[src/rtl/phase_shift_pkg.sv]
// Shared definitions for the PLL phase-shift handshake: the responder state encoding
// and the default step geometry used by both ends of the phasestep/phasedone link.
package phase_shift_pkg;

    typedef enum logic [1:0] {
        IDLE    = 2'd0,
        QUALIFY = 2'd1,
        BUSY    = 2'd2,
        RELEASE = 2'd3
    } phase_state_e;

    localparam int DEF_STEPS_PER_PERIOD = 8;
    localparam int DEF_MIN_STEP_HIGH    = 2;
    localparam int DEF_DONE_LATENCY     = 4;
    localparam int DEF_PERIOD_W         = 8;

endpackage

[src/rtl/pll_phase_step_responder_if.sv]
// Phase-step handshake bundle between an initiator (master) and the PLL-side responder (slave).
// o_step_total exists only when PHASE_RESP_STEP_COUNT_EN is defined.
interface pll_phase_step_responder_if
    import phase_shift_pkg::*;
#(
    parameter int POS_W    = $clog2(DEF_STEPS_PER_PERIOD),
    parameter int PERIOD_W = DEF_PERIOD_W
);
    logic                i_phasestep;
    logic                i_updn;
    logic                o_phasedone;
    logic [POS_W-1:0]    o_phase_pos;
    logic [PERIOD_W-1:0] o_period_cnt;
    logic                o_busy;
    logic                o_step_err;
`ifdef PHASE_RESP_STEP_COUNT_EN
    logic [15:0]         o_step_total;
`endif

    modport master (
        output i_phasestep, i_updn,
        input  o_phasedone, o_phase_pos, o_period_cnt, o_busy, o_step_err
`ifdef PHASE_RESP_STEP_COUNT_EN
        , input o_step_total
`endif
    );

    modport slave (
        input  i_phasestep, i_updn,
        output o_phasedone, o_phase_pos, o_period_cnt, o_busy, o_step_err
`ifdef PHASE_RESP_STEP_COUNT_EN
        , output o_step_total
`endif
    );

endinterface

[src/rtl/phase_step_qualifier.sv]
// Counts consecutive high samples of phasestep while enabled; flags the qualifying
// edge and a request that drops before reaching the minimum hold time.
module phase_step_qualifier
    import phase_shift_pkg::*;
#(
    parameter int MIN_STEP_HIGH = DEF_MIN_STEP_HIGH
) (
    input  logic i_clk,
    input  logic i_rst,
    input  logic i_phasestep,
    input  logic i_enable,
    output logic o_qualified,
    output logic o_err
);
    localparam int               CNT_W    = $clog2(MIN_STEP_HIGH + 1);
    localparam logic [CNT_W-1:0] CNT_LAST = CNT_W'(MIN_STEP_HIGH - 1);
    localparam logic [CNT_W-1:0] CNT_ONE  = CNT_W'(1);

    logic [CNT_W-1:0] hold_cnt_r;

    // Qualify and drop decisions act on the current sample so the caller can react on this edge.
    always_comb begin
        o_qualified = i_enable && i_phasestep && (hold_cnt_r == CNT_LAST);
        o_err       = i_enable && !i_phasestep && (hold_cnt_r != {CNT_W{1'b0}});
    end

    // Hold counter: restarts whenever the request is not being accumulated.
    always_ff @(posedge i_clk) begin
        if (i_rst) begin
            hold_cnt_r <= {CNT_W{1'b0}};
        end else if (!i_enable || !i_phasestep || o_qualified) begin
            hold_cnt_r <= {CNT_W{1'b0}};
        end else begin
            hold_cnt_r <= hold_cnt_r + CNT_ONE;
        end
    end

endmodule

[src/rtl/pll_phase_step_responder.sv]
// PLL-side phasestep/phasedone responder with phase position and period bookkeeping.
// Optional accepted-step counter enabled by defining PHASE_RESP_STEP_COUNT_EN.
module pll_phase_step_responder
    import phase_shift_pkg::*;
#(
    parameter int PHASE_STEPS_PER_PERIOD = DEF_STEPS_PER_PERIOD,
    parameter int MIN_STEP_HIGH          = DEF_MIN_STEP_HIGH,
    parameter int DONE_LATENCY           = DEF_DONE_LATENCY,
    parameter int PERIOD_W               = DEF_PERIOD_W
) (
    input  logic                        i_clk,
    input  logic                        i_rst,
    pll_phase_step_responder_if.slave   bus
);
    localparam int                  POS_W    = $clog2(PHASE_STEPS_PER_PERIOD);
    localparam logic [POS_W-1:0]    POS_MAX  = POS_W'(PHASE_STEPS_PER_PERIOD - 1);
    localparam logic [POS_W-1:0]    POS_ONE  = POS_W'(1);
    localparam logic [PERIOD_W-1:0] PER_ONE  = PERIOD_W'(1);
    localparam int                  LAT_W    = (DONE_LATENCY > 1) ? $clog2(DONE_LATENCY) : 1;
    localparam logic [LAT_W-1:0]    LAT_INIT = LAT_W'(DONE_LATENCY - 1);
    localparam logic [LAT_W-1:0]    LAT_ONE  = LAT_W'(1);

    phase_state_e        state_r, state_nxt_s;
    logic [LAT_W-1:0]    lat_r, lat_nxt_s;
    logic [POS_W-1:0]    pos_r, pos_nxt_s;
    logic [PERIOD_W-1:0] period_r, period_nxt_s;
    logic                phasedone_r, busy_r, step_err_r;
    logic                qual_s, err_s, enable_s;

    assign enable_s = (state_r == IDLE) || (state_r == QUALIFY);

    phase_step_qualifier #(.MIN_STEP_HIGH(MIN_STEP_HIGH)) u_qualifier (
        .i_clk       (i_clk),
        .i_rst       (i_rst),
        .i_phasestep (bus.i_phasestep),
        .i_enable    (enable_s),
        .o_qualified (qual_s),
        .o_err       (err_s)
    );

    // Next state, latency countdown and phase position update on the qualifying edge.
    always_comb begin
        state_nxt_s  = state_r;
        lat_nxt_s    = lat_r;
        pos_nxt_s    = pos_r;
        period_nxt_s = period_r;
        case (state_r)
            IDLE, QUALIFY: begin
                if (qual_s) begin
                    state_nxt_s = BUSY;
                    lat_nxt_s   = LAT_INIT;
                    if (bus.i_updn) begin
                        if (pos_r == POS_MAX) begin
                            pos_nxt_s    = {POS_W{1'b0}};
                            period_nxt_s = period_r + PER_ONE;
                        end else begin
                            pos_nxt_s = pos_r + POS_ONE;
                        end
                    end else begin
                        if (pos_r == {POS_W{1'b0}}) begin
                            pos_nxt_s    = POS_MAX;
                            period_nxt_s = period_r - PER_ONE;
                        end else begin
                            pos_nxt_s = pos_r - POS_ONE;
                        end
                    end
                end else if (bus.i_phasestep) begin
                    state_nxt_s = QUALIFY;
                end else begin
                    state_nxt_s = IDLE;
                end
            end
            BUSY: begin
                if (lat_r == {LAT_W{1'b0}}) begin
                    state_nxt_s = RELEASE;
                end else begin
                    lat_nxt_s = lat_r - LAT_ONE;
                end
            end
            RELEASE: begin
                if (!bus.i_phasestep) begin
                    state_nxt_s = IDLE;
                end else begin
                    state_nxt_s = RELEASE;
                end
            end
            default: begin
                state_nxt_s = IDLE;
            end
        endcase
    end

    // Status outputs are registered from the next state so they change with it.
    always_ff @(posedge i_clk) begin
        if (i_rst) begin
            state_r     <= IDLE;
            lat_r       <= {LAT_W{1'b0}};
            pos_r       <= {POS_W{1'b0}};
            period_r    <= {PERIOD_W{1'b0}};
            phasedone_r <= 1'b1;
            busy_r      <= 1'b0;
            step_err_r  <= 1'b0;
        end else begin
            state_r     <= state_nxt_s;
            lat_r       <= lat_nxt_s;
            pos_r       <= pos_nxt_s;
            period_r    <= period_nxt_s;
            phasedone_r <= (state_nxt_s != BUSY);
            busy_r      <= (state_nxt_s == BUSY) || (state_nxt_s == RELEASE);
            step_err_r  <= err_s;
        end
    end

    assign bus.o_phasedone  = phasedone_r;
    assign bus.o_phase_pos  = pos_r;
    assign bus.o_period_cnt = period_r;
    assign bus.o_busy       = busy_r;
    assign bus.o_step_err   = step_err_r;

`ifdef PHASE_RESP_STEP_COUNT_EN
    logic [15:0] step_total_r;

    // Accepted-step counter, saturating at all ones.
    always_ff @(posedge i_clk) begin
        if (i_rst) begin
            step_total_r <= 16'h0000;
        end else if (qual_s && (step_total_r != 16'hFFFF)) begin
            step_total_r <= step_total_r + 16'h0001;
        end else begin
            step_total_r <= step_total_r;
        end
    end

    assign bus.o_step_total = step_total_r;
`endif

endmodule
[src/flat_wrapper.sv]
// flat-port wrapper written by rule: the top's interface ports become plain ports
module pll_phase_step_responder_flat import phase_shift_pkg::*;
#(
    parameter int PHASE_STEPS_PER_PERIOD = DEF_STEPS_PER_PERIOD,
    parameter int MIN_STEP_HIGH          = DEF_MIN_STEP_HIGH,
    parameter int DONE_LATENCY           = DEF_DONE_LATENCY,
    parameter int PERIOD_W               = DEF_PERIOD_W
)
  (i_clk, i_rst, bus_i_phasestep, bus_i_updn, bus_o_phasedone, bus_o_phase_pos, bus_o_period_cnt, bus_o_busy, bus_o_step_err);
  pll_phase_step_responder_if #(.PERIOD_W(PERIOD_W)) bus_i ();
  input  logic i_clk;
  input  logic i_rst;
  input wire logic [$bits(bus_i.i_phasestep)-1:0] bus_i_phasestep;
  input wire logic [$bits(bus_i.i_updn)-1:0] bus_i_updn;
  output wire logic [$bits(bus_i.o_phasedone)-1:0] bus_o_phasedone;
  output wire logic [$bits(bus_i.o_phase_pos)-1:0] bus_o_phase_pos;
  output wire logic [$bits(bus_i.o_period_cnt)-1:0] bus_o_period_cnt;
  output wire logic [$bits(bus_i.o_busy)-1:0] bus_o_busy;
  output wire logic [$bits(bus_i.o_step_err)-1:0] bus_o_step_err;
  assign bus_i.i_phasestep = bus_i_phasestep;
  assign bus_i.i_updn = bus_i_updn;
  assign bus_o_phasedone = bus_i.o_phasedone;
  assign bus_o_phase_pos = bus_i.o_phase_pos;
  assign bus_o_period_cnt = bus_i.o_period_cnt;
  assign bus_o_busy = bus_i.o_busy;
  assign bus_o_step_err = bus_i.o_step_err;
  pll_phase_step_responder #(.PHASE_STEPS_PER_PERIOD(PHASE_STEPS_PER_PERIOD), .MIN_STEP_HIGH(MIN_STEP_HIGH), .DONE_LATENCY(DONE_LATENCY), .PERIOD_W(PERIOD_W)) u_core (.i_clk(i_clk), .i_rst(i_rst), .bus(bus_i));
endmodule
[config.mk]
export PLATFORM = sky130hd
export DESIGN_NAME = pll_phase_step_responder_flat
export DESIGN_NICKNAME = d
export VERILOG_FILES = /design/src/rtl/phase_shift_pkg.sv /design/src/rtl/pll_phase_step_responder_if.sv /design/src/rtl/phase_step_qualifier.sv /design/src/rtl/pll_phase_step_responder.sv /design/src/flat_wrapper.sv
export SDC_FILE = /design/constraint.sdc
export NUM_CORES = 1
export LEC_CHECK = 0
export ABC_AREA = 1
export CORE_MARGIN = 3
export CORE_UTILIZATION = 57
export CTS_CLUSTER_DIAMETER = 50
export DETAILED_ROUTE_END_ITERATION = 8
export PLACE_DENSITY = 0.87
export RECOVER_POWER = 25
export REMOVE_ABC_BUFFERS = 1
export SLEW_MARGIN = 30
export SYNTH_ARGS = -nofsm -noshare
export SYNTH_HDL_FRONTEND = slang
export SYNTH_SLANG_ARGS = --single-unit
export TNS_END_PERCENT = 30
[constraint.sdc]
create_clock -name i_clk -period 2.7 [get_ports i_clk]
set_input_delay 0.54 -clock i_clk [delete_from_list [all_inputs] [get_ports i_clk]]
set_output_delay 0.54 -clock i_clk [all_outputs]
set_load 0.01 [all_outputs]
Yosys cells after proc, flatten, opt, wreduce, memory -nomap -nowiden --
Cells that the tools add are included.
Operators by class: muxes and demuxes 14, equality and inequality tests 11, reductions and logical operators 21, add/subtract/negate cells 6
Operators by type and width (count):
- 8-bit two-way mux | 3
- 2-bit two-way mux | 5
- 3-bit two-way mux | 3
- 8-bit by 1-bit adder with 8-bit output, second input constant | 1
- 2-bit equality test, second input constant | 4
- 8-bit by 1-bit subtractor with 8-bit output, second input constant | 1
- 2-bit != test, second input constant | 3
- 2-bit one-hot mux with 3 select lines | 1
- 2-bit nonzero test | 3
- 2-bit by 1-bit equality test with 1-bit output, second input constant | 2
- 1-bit logical AND | 4
- 2-bit zero test | 2
- 1-bit logical OR | 4
- 2-bit one-hot mux with 2 select lines | 1
- 4-bit AND reduction | 1
- 2-bit OR reduction | 2
- 3-bit by 1-bit adder with 3-bit output, second input constant | 1
- 3-bit equality test, second input constant | 1
- 3-bit zero test | 1
- 3-bit AND reduction | 1
- 3-bit by 1-bit subtractor with 3-bit output, second input constant | 1
- 2-bit by 1-bit adder with 2-bit output, second input constant | 1
- 1-bit zero test | 2
- 2-bit by 1-bit != test with 1-bit output, second input constant | 1
- 3 further kinds | 3
Word-level totals: flip-flop bits (word level) 20, word-level logic and storage cells 60

Logic depth before layout (Yosys ltp) --
Gate-level depths: netlist of run 1.
word-level depth 8, depth in mapped cells 10

Modules after synthesis --
A second synthesis of run 1 with hierarchy kept.
Second synthesis, totals: cells, all modules 163, area, all modules 1189.9 um^2
Modules (own cells, without submodules):
- pll_phase_step_responder | cells each 147, sequential area each 340.3 um^2, area an instance 1068.5 um^2, instances 1
- phase_step_qualifier | cells each 16, sequential area each 40.0 um^2, area an instance 121.4 um^2, instances 1

Worst setup path after synthesis of run 1 --
OpenSTA, ideal clock, no wires.
kind in2reg, start input bus_i_updn, end register u_core.period_r[7] (netlist: u_core.bus.o_period_cnt[7]), arrival time 1.650 ns, path slack 0.941 ns, required time 2.591 ns, path buffers 0, stages 9, path through inv_1 -> ha_1 -> or2_2 -> nand3_1 -> nand2_1 -> nand2_1 -> nand3_1 -> nand2_1 -> inv_1
Between the ends: word-level cells in the longest chain between the ends 2
RTL lines:
- start: declaration | line flat_wrapper.sv:14 | input wire logic [$bits(bus_i.i_updn)-1:0] bus_i_updn;
- 2-bit by 1-bit != test with 1-bit output (no line) / 2-bit nonzero test (equally long branches)
- 4-bit AND reduction (no line)
- end signal: assignment | line pll_phase_step_responder.sv:99 | period_r <= {PERIOD_W{1'b0}};
- end signal: assignment | line pll_phase_step_responder.sv:107 | period_r <= period_nxt_s;
- end: declaration | line pll_phase_step_responder.sv:26 | logic [PERIOD_W-1:0] period_r, period_nxt_s;
Several ways; a longest one is shown, not always the timed one. A chain may end at the register's enable or synchronous reset.

Final worst setup path of run 1 --
start input bus_i_phasestep, end register u_core.period_r[6] (netlist: u_core.bus.o_period_cnt[6])
Between the ends: word-level cells in the longest chain between the ends 3
RTL lines:
- start: declaration | line flat_wrapper.sv:13 | input wire logic [$bits(bus_i.i_phasestep)-1:0] bus_i_phasestep;
- 1-bit logical AND (2 in a row) | line phase_step_qualifier.sv:23 | o_qualified = i_enable && i_phasestep && (hold_cnt_r == CNT_LAST);
- 4-bit AND reduction (no line)
No other way between the ends.

==> metrics.md, run 1 <==
| Metric | Value |
|---|---|
| Outcome | `finished, final reports clean` |
| Max Cap Viol | `0` |
| Mux cell area share after synthesis | `0%` |
| Cells after synthesis | `163` |
| Max-slew headroom | `70.4%` |
| Worst Hold Path Cells | `1` |
| Count of final setup violators | `0` |
| Slew Viols, Final | `0` |
| Area contributors post-synth | `dfxtp_1 (33%), ha_1 (13%), nand2_1 (8.7%)` |
| Die Height | `52.1 microns` |
| Synth Area in Adders | `approximately 15%` |
| Post-DR vias/cell | `5.12` |
| H-tree levels | `1` |
| Min-Delay Startpoint | `u_core.u_qualifier.hold_cnt_r[0]` |
| Post-synthesis compound-gate area fraction | `10.1%` |
| DR iter-0 viols | `26` |
| Maximum clock insertion buffer count | `2` |
| Total GRT Usage | `20.2%` |
| Cell Area, Synth | `about 1200 sq um` |
| Critical Path AT | `2.36 ns` |
| Fin crit period | `2.15 ns` |
| Largest family of logic cells by synthesized area | `simple AND/OR/NAND/NOR gates` |
| CTS clk-pin slew, worst paths | `0.12 ns` |
| First-pass DRT Iterations | `4` |
| I/O pins | `18` |
| RR Startpoint | `u_core.u_qualifier.hold_cnt_r[1]` |
| CTS sink cnt | `20` |
| Synth Warn # | `0` |
| Critical-path maximum fanout | `9` |
| Vias | `approximately 1100` |
| First-pass GRT wire length | `4.16 mm` |
| CP Capture Type | `flop` |
| Worst-Margin Slew | `0.443 ns` |
| Drt total wl | `2.47 mm` |
| Setup repair after global routing missed its margin | `false` |
| Cells on worst reg2reg path | `8` |
| FP Rows | `16` |
| Clock Tree Root | `clkbuf_4` |
| Post-DP HPWL | `1.87 mm` |
| Layout area overhead | `18.8%` |
| Distinct cells, synth | `26` |
| Overflow left after global routing | `0` |
| Synth top area share | `33.1%` |
| Setup tns final | `0 ns` |
| Largest net degree at the start of global routing | `12` |
| Reg-to-reg critical path endpoint | `u_core.bus.o_period_cnt[6]` |
| Period Utilization, post-route | `79.5%` |
| Resized Gates After CTS | `0` |
| Worst-Skew Late Latency | `0.31 ns` |
| Crit path required time | `2.92 ns` |
| CP Class | `primary input to flop` |
| Register bit total from synthesis | `20` |
| Final Wtd Congestion | `0.843` |
| Vias in the first global route | `between 900 and 1000` |
| Wire length per cell | `11.7 microns` |
| Fillers | `roughly 160` |
| Sequential area share after synthesis | `about a third` |
| PortBufs | `17` |
| Post-Synth XOR/XNOR Area | `4.34%` |
| Peak supply drop | `0.388 mV` |
| Worst R2R Setup Slack | `0.91 ns` |
| Post-CTS Hold Fix Bufs | `0` |
| CP startpoint kind | `primary input` |
| Share of cells above drive strength 1 | `5.98%` |
| Post-synth top area cell | `dfxtp_1` |
| Hold Vio Cnt, Final | `0` |
| Core Box Area | `approximately 2000 sq um` |
| CTS tree | `built` |
| Nets | `just over 200` |
| Post-DRT Antenna Nets | `0` |
| Fmax achieved | `approximately 470 MHz` |
| Remaining DRCs | `0` |
| Worst Hold Path EP | `u_core.u_qualifier.hold_cnt_r[0]` |
| Clk_skew | `0.00425 ns` |
| Number of antenna diodes | `0` |
| Lkg Pwr | `0.681 nW` |
| Hold Path Class | `flop to flop` |
| Post-CTS Setup Inserts | `0` |
| Power Dens Cells | `between 400 and 500 nW/um^2` |
| Post-Syn Area per Cell | `7.42 sq um` |
| Die width | `between 50 and 60 microns` |
| Initial Util | `between 60 and 70%` |
| Total chip power | `624 uW` |
| CTS buffer count | `3` |
| Simple-gate area share of the yosys netlist | `27.7%` |
| Die Area | `2710 sq um` |
| Antenna violations before repair | `0` |
-- how the worst max path moves through the flow --
stage,depth (start not counted),slack [ns],startpoint,endpoint
final,7,0.55,bus_i_phasestep,u_core.bus.o_period_cnt[6]
after global routing,6,0.42,bus_i_phasestep,u_core.bus.o_period_cnt[2]
after CTS,10,0.63,bus_i_updn,u_core.bus.o_period_cnt[7]
after detailed placement,10,0.31,bus_i_updn,u_core.bus.o_period_cnt[7]
after global placement,10,0.39,bus_i_updn,u_core.bus.o_period_cnt[7]
after floorplan,9,0.93,bus_i_updn,u_core.bus.o_period_cnt[7]
-- logic make-up after synthesis --
kind of cell             count (synthesis)
AO/OA/AOI/OAI                           23
XOR/XNOR                                 6
adder cells (fa/ha/maj)                 14
buffers and inverters                   29
flip-flops                              20
AND/OR/NAND/NOR                         71
-- registers in the layout (all words and copies together), names as in the netlist --
register	flops
u_core.state_r	2
u_core.bus.o_phasedone	1
u_core.lat_r	2
u_core.bus.o_phase_pos	3
u_core.bus.o_step_err	1
u_core.bus.o_period_cnt	8
u_core.bus.o_busy	1
u_core.u_qualifier.hold_cnt_r	2
-- cell usage after synthesis (all sizes together) --
library cell	instances
o211ai	1
dfxtp	20
fa	1
buf	1
clkinv	1
nor4	2
or2	2
nand3	10
nor3b	1
o31ai	1
nor2	24
xnor2	2
a211oi	1
nand2	28
nand3b	2
nor3	1
o21ai	11
nand4	1
ha	13
clkbuf	1
inv	26
a21oi	9
xor2	4
-- cell usage in the layout (no fill, tap or decap), types with 2 or more instances in the layout --
cell	n
nor4_1	2
buf_4	2
a21oi_1	9
clkdlybuf4s50_1	15
dfxtp_1	20
inv_1	26
clkbuf_4	3
o21ai_0	7
xor2_1	4
dlygate4sd3_1	2
nand3b_1	2
nor2_1	23
o21ai_1	4
ha_1	13
nand3_1	10
or2_2	2
xnor2_1	2
nand2_1	28
-- stage by stage --
| step | util [%] | area [sq um] | hold slack (ns) | cells | worst slack, ns |
|---|---|---|---|---|---|
| 2_1_floorplan | - | 1190 | 0.417 | 161 | 0.928 |
| 3_3_place_gp | 71.3 | 1410 | 0.428 | 207 | 0.389 |
| 3_5_place_dp | 71.3 | 1410 | 0.443 | 207 | 0.310 |
| 4_1_cts | 73.2 | 1450 | 0.461 | 211 | 0.634 |
| 5_1_grt | 72.5 | 1440 | 0.491 | 211 | 0.416 |
| 6_report | 72.5 | 1440 | 0.455 | 211 | 0.553 |
-- report_power, final --
| part | internal, mW | leakage (nW) | switching [mW] |
|---|---|---|---|
| Combinational | 0.0538 | 0.497 | 0.0698 |
| Sequential | 0.310 | 0.163 | 0.0101 |
| Clock | 0.0823 | 0.0210 | 0.0984 |
| Total | 0.446 | 0.681 | 0.178 |
-- worst max-delay path: stages --
cell and delay [ns]:
dlygate4sd3_1 0.64, nand3_1 0.32, nor3_4 0.46, buf_4 0.22
nand2_1 0.05, nor2_1 0.08, nor2_1 0.04
-- final cells by class --
type	count	area [sq um]	share of cell area, %
inverter	27	101	7.05
timing repair buffer	19	185	12.9
clock buffer	4	36.3	2.52
tap	27	33.8	2.35
multi-input combinational	114	681	47.3
sequential	20	400	27.9
-- metal layers --
| layer | GRT usage (%) | vias to the layer above | routed length (microns) |
|---|---|---|---|
| met2 | 32.0 | 24 | 1190 |
| li1 | - | 565 | - |
| met5 | 0 | - | 0 |
| met3 | 4.58 | 4 | 96 |
| met4 | 7.42 | 0 | 25 |
| met1 | 26.6 | 487 | 1150 |
(Power assumes the default switching activity.)
==> run 2: changes to the inputs <==
--- a/config.mk
+++ b/config.mk
@@ -7,10 +7,10 @@
 export LEC_CHECK = 0
 export ABC_AREA = 1
 export CORE_MARGIN = 3
-export CORE_UTILIZATION = 57
+export CORE_UTILIZATION = 53
 export CTS_CLUSTER_DIAMETER = 50
 export DETAILED_ROUTE_END_ITERATION = 8
-export PLACE_DENSITY = 0.87
+export PLACE_DENSITY = 0.82
 export RECOVER_POWER = 25
 export REMOVE_ABC_BUFFERS = 1
 export SLEW_MARGIN = 30
==> constraint.sdc (replaced) <==
create_clock -name i_clk -period 2.2 [get_ports i_clk]
set_input_delay 0.44 -clock i_clk [delete_from_list [all_inputs] [get_ports i_clk]]
set_output_delay 0.44 -clock i_clk [all_outputs]
set_load 0.01 [all_outputs]
==> metrics.md, run 2 (synthesis results as in run 1) <==
| Metric | Value |
|---|---|
| Outcome | `finished, final reports clean` |
| Min-Delay Startpoint | `u_core.u_qualifier.hold_cnt_r[0]` |
| Vias | `1092 (+1.1%)` |
| Setup tns final | `0 ns (unchanged)` |
| H-tree levels | `1 (unchanged)` |
| Place WS | `-0.0331 ns (-0.343 ns)` |
| Die Area | `2890 sq um (+6.7%)` |
| Cell mode on critical path | `nand2_1` |
| Finished Cell Area | `1480 sq um (+3.2%)` |
| CP Class | `primary input to flop` |
| Largest net degree at the start of global routing | `13 (+1)` |
| Peak supply drop | `0.547 mV (+41%)` |
| Critical Path AT | `2.11 ns (-0.25 ns)` |
| CTS clk-pin slew, worst paths | `0.12 ns (about the same)` |
| CTS buffer count | `3 (unchanged)` |
| Setup ws final | `0.311 ns (-0.242 ns)` |
| Largest register FFs | `8 (unchanged)` |
| Post-DRT Antenna Nets | `0 (unchanged)` |
| Placed insts | `211 (+1.9%)` |
| Commonest non-fill, non-tap cell in the layout | `nand2_1` |
| DR iter-0 viols | `28 (+7.7%)` |
| Core Box Area | `2060 sq um (+4.0%)` |
| Die Height | `53.8 microns (+3.3%)` |
| Clk_skew | `0.00514 ns (+0.000888 ns)` |
| Slew Viols, Final | `0 (unchanged)` |
| Max-slew headroom | `78.3% (+7.9 points)` |
| Post-CTS Hold Fix Bufs | `0 (unchanged)` |
| Power Dens Cells | `574 nW/um^2 (+32%)` |
| Final std cells w/o fill | `215 (+1.9%)` |
| PortBufs | `17 (unchanged)` |
| Final Wtd Congestion | `0.778 (-7.6%)` |
| Worst setup path start | `bus_i_updn` |
| Lkg Pwr | `0.708 nW (+3.9%)` |
| Max Cap Viol | `0 (unchanged)` |
| Wire length per cell | `11.2 microns (-4.4%)` |
| Crit path required time | `2.42 ns (-0.50 ns)` |
| Resized Gates After CTS | `0 (unchanged)` |
| CP startpoint kind | `primary input` |
| Hold Path Class | `flop to flop` |
| Remaining DRCs | `0 (unchanged)` |
| First-pass DRT Iterations | `4 (unchanged)` |
| Setup repair after global routing missed its margin | `false` |
| Number of antenna diodes | `0 (unchanged)` |
| Fmax achieved | `between 500 and 600 MHz` |
| Share of cells above drive strength 1 | `7.98% (+2.0 points)` |
| Crit path max-delay cell type | `clkdlybuf4s50_1` |
| First-pass GRT wire length | `3.95 mm (-5.1%)` |
| CTS tree | `built` |
| Post-DR vias/cell | `5.08 (-0.77%)` |
| Critical-path maximum fanout | `8 (-1)` |
| Overflow left after global routing | `0 (unchanged)` |
| RR Startpoint | `u_core.u_qualifier.hold_cnt_r[1]` |
| Count of final setup violators | `0 (unchanged)` |
| Placed inst area | `1440 sq um (+2.1%)` |
| Hold Vio Cnt, Final | `0 (unchanged)` |
| Nets | `207 (+2.0%)` |
| Die width | `53.8 microns (+3.3%)` |
| Vias in the first global route | `936 (-6.3%)` |
| FP Rows | `16 (unchanged)` |
| Maximum clock insertion buffer count | `2 (unchanged)` |
| Period Utilization, post-route | `about 86%` |
| I/O pins | `18 (unchanged)` |
| Most frequent cells in the layout | `nand2_1 (28), inv_1 (26), nor2_1 (23)` |
| CP cell instances | `clkdlybuf4s50_1 > inv_1 > ha_1 > or2_2 > nand3b_1 > nand2_1 > nand2_1 > nand3_1 > nand2_1 > inv_1` |
| Max incr delay on CP | `0.42 ns (-0.22 ns)` |
| Total chip power | `852 uW (+36%)` |
| CP Capture Type | `flop` |
| Antenna violations before repair | `0 (unchanged)` |
| Total GRT Usage | `18.6% (-1.6 points)` |
| Layout area overhead | `22.6%` |
| Clock Tree Root | `clkbuf_4` |
| CTS sink cnt | `20 (unchanged)` |
| Drt total wl | `2.41 mm (-2.6%)` |
| Fin crit period | `1.89 ns` |
| Initial Util | `58.7% (-2.4 points)` |
| Post-CTS Setup Inserts | `0 (unchanged)` |
| Worst-Margin Slew | `0.325 ns (-0.118 ns)` |
| Worst-Skew Late Latency | `0.30 ns (about the same)` |
| Fillers | `155 (-1.3%)` |
| Post-DP HPWL | `1.81 mm (-3.1%)` |
==> run 2: cell count changes in the layout (fill, tap and decap cells not counted), sizes merged <==
| cell | change |
|---|---|
| bufinv | +1 |
| buf | +4 |
| clkbuf | -1 |
==> run 2: per-layer routing <==
layer	GRT usage [%]	wire, microns	part of all wire (%)	up-vias
li1	-	-	-	574
met1	23.3	1120	46	491
met2	32.3	1170	49	25
met3	4.99	108	4.5	2
met4	2.55	10	0.42	0
met5	0	0	0	-
==> run 2: critical path, delay by kind of cell <==
kind	cells	cell delay, ns
buffers and inverters	3	0.70
adder cells (fa/ha/maj)	1	0.31
AND/OR/NAND/NOR	6	0.66
==> run 2: layout make-up <==
cell class / count / area [sq um] / share of cell area, %
Tap cell: 27 / 33.8 / 2.28
Sequential cell: 20 / 400 / 27.0
Clock inverter: 1 / 30.0 / 2.02
Clock buffer: 3 / 22.5 / 1.52
Inverter: 27 / 101 / 6.83
Multi-Input combinational cell: 114 / 681 / 45.9
Timing Repair Buffer: 23 / 215 / 14.5
==> run 2: worst paths after layout <==
check	slack, ns	end	depth (start not counted)
setup / recovery	0.31	u_core.bus.o_period_cnt[5]	10
hold / removal	0.47	u_core.u_qualifier.hold_cnt_r[0]	1
setup reg to reg	0.61	u_core.bus.o_period_cnt[5]	9
hold reg to reg	0.47	u_core.u_qualifier.hold_cnt_r[0]	1
==> run 2: power by group <==
part,internal [mW],leakage [nW],total (mW),switching [mW]
clock network,0.184,0.0279,0.303,0.119
logic,0.0705,0.517,0.156,0.0850
registers,0.380,0.163,0.393,0.0127
total,0.635,0.708,0.852,0.217
==> run 2: per-stage QoR <==
step	hold slack, ns	utilization [%]
finish	0.468	72.0
CTS	0.471	72.6
detailed placement	0.444	70.0
global route	0.494	72.0
floorplan	0.417	-
global placement	0.427	70.0
